--- src/rtl/result_dump.sv ---
// Snapshots NUM_CH result words when the core signals done, then streams them out over valid/ready.
// Optional: define RESULT_DUMP_CYCLES_EN to append the saturating run-cycle count as a final word.
module result_dump #(
   parameter  int NUM_CH = 4,
   parameter  int WIDTH  = 12,
   parameter  int CNT_W  = 16,
   localparam int IDX_W  = $clog2(NUM_CH + 1)
) (
   input  logic                    clk,
   input  logic                    rst_n,
   input  logic                    start,
   input  logic                    done,
   input  logic [NUM_CH*WIDTH-1:0] res_bus,
   input  logic                    out_ready,
   output logic                    out_valid,
   output logic [WIDTH-1:0]        out_data,
   output logic [IDX_W-1:0]        out_idx,
   output logic                    out_last,
   output logic                    busy,
   output logic                    dump_done
);

`ifdef RESULT_DUMP_CYCLES_EN
   localparam int N_W = NUM_CH + 1;
`else
   localparam int N_W = NUM_CH;
`endif

   typedef enum logic [1:0] {IDLE, RUN, STREAM} state_t;

   state_t           state_reg;
   logic [WIDTH-1:0] snap_reg [NUM_CH];
   logic [IDX_W-1:0] next_idx;
   logic [WIDTH-1:0] next_word;
   logic             capture;

   assign capture  = (state_reg == RUN) && done;
   assign next_idx = out_idx + IDX_W'(1);

   genvar gi;
   generate
      for (gi = 0; gi < NUM_CH; gi++) begin : g_snap
         always_ff @(posedge clk or negedge rst_n) begin
            if (!rst_n)
               snap_reg[gi] <= '0;
            else if (capture)
               snap_reg[gi] <= res_bus[gi*WIDTH +: WIDTH];
         end
      end
   endgenerate

`ifdef RESULT_DUMP_CYCLES_EN
   logic [CNT_W-1:0] cnt_reg;
   logic [WIDTH-1:0] cyc_word;

   assign cyc_word = WIDTH'(cnt_reg);

   // done outranks start in RUN, so the capture cycle itself is still counted.
   always_ff @(posedge clk or negedge rst_n) begin
      if (!rst_n)
         cnt_reg <= '0;
      else if (state_reg == IDLE && start)
         cnt_reg <= '0;
      else if (state_reg == RUN) begin
         if (start && !done)
            cnt_reg <= '0;
         else if (cnt_reg != '1)
            cnt_reg <= cnt_reg + CNT_W'(1);
      end
   end
`endif

   always_comb begin
      next_word = '0;
      for (int i = 0; i < NUM_CH; i++)
         if (next_idx == IDX_W'(i))
            next_word = snap_reg[i];
`ifdef RESULT_DUMP_CYCLES_EN
      if (next_idx == IDX_W'(NUM_CH))
         next_word = cyc_word;
`endif
   end

   always_ff @(posedge clk or negedge rst_n) begin
      if (!rst_n) begin
         state_reg <= IDLE;
         out_valid <= 1'b0;
         out_data  <= '0;
         out_idx   <= '0;
         out_last  <= 1'b0;
         busy      <= 1'b0;
         dump_done <= 1'b0;
      end else begin
         dump_done <= 1'b0;
         case (state_reg)
            IDLE: begin
               if (start) begin
                  state_reg <= RUN;
                  busy      <= 1'b1;
               end
            end
            RUN: begin
               // Word 0 comes straight off the bus so it is valid the cycle after capture.
               if (done) begin
                  state_reg <= STREAM;
                  out_valid <= 1'b1;
                  out_data  <= res_bus[WIDTH-1:0];
                  out_idx   <= '0;
                  out_last  <= (N_W == 1);
               end
            end
            STREAM: begin
               if (out_ready) begin
                  if (out_last) begin
                     state_reg <= IDLE;
                     busy      <= 1'b0;
                     out_valid <= 1'b0;
                     out_data  <= '0;
                     out_idx   <= '0;
                     out_last  <= 1'b0;
                     dump_done <= 1'b1;
                  end else begin
                     out_data <= next_word;
                     out_idx  <= next_idx;
                     out_last <= (next_idx == IDX_W'(N_W - 1));
                  end
               end
            end
            default: state_reg <= IDLE;
         endcase
      end
   end

endmodule

--- config.mk ---
export PLATFORM = sky130hd
export DESIGN_NAME = result_dump
export DESIGN_NICKNAME = d
export VERILOG_FILES = /design/src/rtl/result_dump.sv
export SDC_FILE = /design/constraint.sdc
export NUM_CORES = 1
export LEC_CHECK = 0
export BUFFER_PORTS_ARGS = -buffer_cell sky130_fd_sc_hd__buf_2
export CAP_MARGIN = 10
export CORE_UTILIZATION = 59
export DETAILED_ROUTE_END_ITERATION = 7
export GPL_TIMING_DRIVEN = 0
export PLACE_DENSITY = 0.85
export RECOVER_POWER = 100
export SETUP_SLACK_MARGIN = 0.05
export SLEW_MARGIN = 20
export SYNTH_ARGS = -nofsm -noshare
export SYNTH_HDL_FRONTEND = slang
export SYNTH_SLANG_ARGS = --single-unit
--- constraint.sdc ---
create_clock -name clk -period 3.2 [get_ports clk]
set_input_delay 0.16 -clock clk [delete_from_list [all_inputs] [get_ports clk]]
set_output_delay 0.16 -clock clk [all_outputs]
set_load 0.02 [all_outputs]
==> impl_metrics.ini <==
[clock_tree]
path_clk_slew_ns = 0.07
clock-sinks = 69
cts_tree = yes
cts_buffer_depth = 2
cts_setup_buffers = 0
cts-root-buf = clkbuf_8
clock_latency_ns = 0.34
cts_htree_levels = 3
cts-buffers-inserted = 9

[global_route]
antenna_found_initial = 0
grt_pass1_wl_microns = 13030
grt_use_total_pct = 28.75
grt_pass1_vias = 2713
grt_max_degree = 36
overflow = 0

[synth]
synth-edff-count = 0
synth.mux.area_fraction_pct = 15.86
synth_nets = 353
synth_area_per_cell_sq_um = 11.55
syn_area_sq_um = 3408
ys_seq_area_share_pct = 50.66
synthSimpleGateAreaFrac_pct = 12.89
synth-compound-area-share_pct = 13.51
synthAdderAreaFrac_pct = 1.836
synth_cell_types = 32
synth_seq_cells = 69
yosysWarnings = 0
synthXorXnorAreaFrac_pct = 0
async_flop_share_pct = 100.0
synth_top_family_by_area = multiplexers
syn_inst = 295
ys.flop_type = dfrtp_1

[placement]
hpwlAfterDp_microns = 5767
routabilityCongestion = 0.9144
io_buffers = 71

[sta]
min_period_over_period_pct = 75.06
setup_viol = 0
fmax_mhz = 416.3
period_minus_slack_ns = 2.402
tns_ns = 0
worst_pin_slew_ns = 1.873
fin_skew_ns = 0.007251
holdWs_ns = 0.04952
drv_slew = 35
hold_viol = 0
maxSlewHeadroom_pct = -24.89
rsz0062_at_grt = false

[setup_path]
crit_chain = ha_1 > ha_1 > clkbuf_1 > clkbuf_1 > nand3_1 > o21ai_0 > o221ai_1 > a21oi_1
r2r_cells = 8
critical_path_class = reg2reg
critical_path.max_fanout = 10
path_buf_inv = 2
critical_path_arrival_ns = 2.67
cp_top_family = buffers and inverters
start_kind = flip-flop
worstSetupEndpointType = flip-flop
cp_slowest_cell = dfrtp_1
crit_required_ns = 3.46
critPathMaxStageDelay_ns = 0.44
crit_cells = 8

[power_and_ir_drop]
p_leak_nw = 1.723
p_sw_mw = 1.460
power_frac_clock_pct = 20.2
internal_power_mw = 2.454
power.density_nw_per_um2 = 983.4
p_seq_share_pct = 40.9
pwr-share-comb_pct = 38.9
sw_frac_of_total_pct = 37.31
vdd_drop_max_mv = 0.5868

[floorplan]
die-area_sq_um = 6085
start_util_pct = 61.52
coreArea_sq_um = 5540
fp.dieH_microns = 78.01
die_width_microns = 78.01
io_pins = 72
rows = 27

[outcome]
failed_checks = max-capacitance violations, max-slew violations
outcome = complete, but fails checks

[layout]
n_antenna_cell = 0
fill_cells = 431
largest_reg_flops = 48
drive_gt1_share_pct = 32.55
area_growth_pct = 16.78
final_nets = 437
final_common_cell = dfrtp_1
final_cell_mix = dfrtp_1, buf_2, mux2_2, a21oi_1, clkbuf_1

[route]
drt_iter0_drc = 264
wirelength_microns = 8200
wire_per_inst_microns = 17.98
ant_nets = 0
firstDrtPassIters = 5
vias = 2751
drc = 0
vias_per_cell = 6.033

[hold_path]
whs_path_depth = 2
hold_path_class = in2reg

[job]
drv_cap = 1
layout make-up:
class / count / area (sq um) / area share (%)
buffer: 21 / 97.59 / 2.452
clock buffer: 12 / 155.1 / 3.898
clock inverter: 4 / 70.07 / 1.760
inverter: 3 / 11.26 / 0.2829
multi-input combinational: 202 / 1469 / 36.91
sequential: 69 / 1727 / 43.38
tap: 72 / 90.09 / 2.263
timing repair buffer: 73 / 360.3 / 9.054
stage by stage:
step / std cells / setup WS, ns / instance area (sq um) / utilization [%] / power [mW]
global route: 456 / 0.6254 / 3980 / 71.84 / 4.133
floorplan: 295 / 1.336 / 3408 / - / 2.683
detailed placement: 439 / 1.111 / 3876 / 69.96 / 3.190
CTS: 456 / 1.102 / 4111 / 74.21 / 3.995
finish: 456 / 0.7982 / 3980 / 71.84 / 3.914
global placement: 438 / 1.181 / 3854 / 69.56 / 3.097
cells by family after synthesis:
logic type	Yosys count
buffers and inverters	24
adders and majority gates	5
and+or+nand+nor	67
DFF	69
AOI/OAI and AO/OA	82
muxes	48
worst paths after layout:
| check | slack, ns | to | from |
|---|---|---|---|
| max | 0.80 | out_data[10]$_DFFE_PN0P_ | out_idx[0]$_DFFE_PN0P_ |
| min | 0.05 | snap_reg[19]$_DFFE_PN0P_ | res_bus[31] |
| max reg2reg | 0.80 | out_data[10]$_DFFE_PN0P_ | out_idx[0]$_DFFE_PN0P_ |
| min reg2reg | 0.51 | snap_reg[7]$_DFFE_PN0P_ | snap_reg[7]$_DFFE_PN0P_ |
| max in group asynchronous | 1.25 | snap_reg[23]$_DFFE_PN0P_ | rst_n |
| min in group asynchronous | 0.87 | snap_reg[4]$_DFFE_PN0P_ | rst_n |
routing by layer:
layer / vias to the layer above / GRT usage (%) / wire length [microns]
li1: 1246 / - / -
met1: 1322 / 38.44 / 3546
met2: 154 / 45.40 / 3870
met3: 29 / 6.000 / 590
met4: 0 / 12.78 / 193
met5: - / 0 / 0
synth_stat cells (5+ instances only):
master	number	share of area (%)
nor2_1	13	1.4
o221ai_1	11	2.8
o21ai_0	30	4.4
ha_1	5	1.8
mux2_2	48	16
nand2_1	6	0.66
a21oi_1	36	5.3
nand3b_1	22	4.8
buf_2	8	1.2
clkbuf_8	6	2.4
nand3_1	14	2.1
dfrtp_1	69	51
power groups by stage:
| stage | clock (mW) | sequential [mW] | combinational, mW |
|---|---|---|---|
| final | 0.792 | 1.60 | 1.52 |
| after global routing | 0.834 | 1.65 | 1.65 |
| after CTS | 0.802 | 1.59 | 1.60 |
| after detailed placement | 0 | 1.61 | 1.59 |
| after global placement | 0 | 1.58 | 1.51 |
| after floorplan | 0 | 1.62 | 1.06 |
repair_timing:
action	4_1_cts	5_1_grt
gates resized for setup	0	0
hold buffers	1	0
endpoints found under the hold margin	34	0
worst reg2reg max path, stage by stage, from the launching register on:
cell      delay [ns]
dfrtp_1         0.44
ha_1            0.24
ha_1            0.30
clkbuf_1        0.31
clkbuf_1        0.44
nand3_1         0.13
o21ai_0         0.12
o221ai_1        0.16
a21oi_1         0.19
Power figures use the tool's default switching activity.
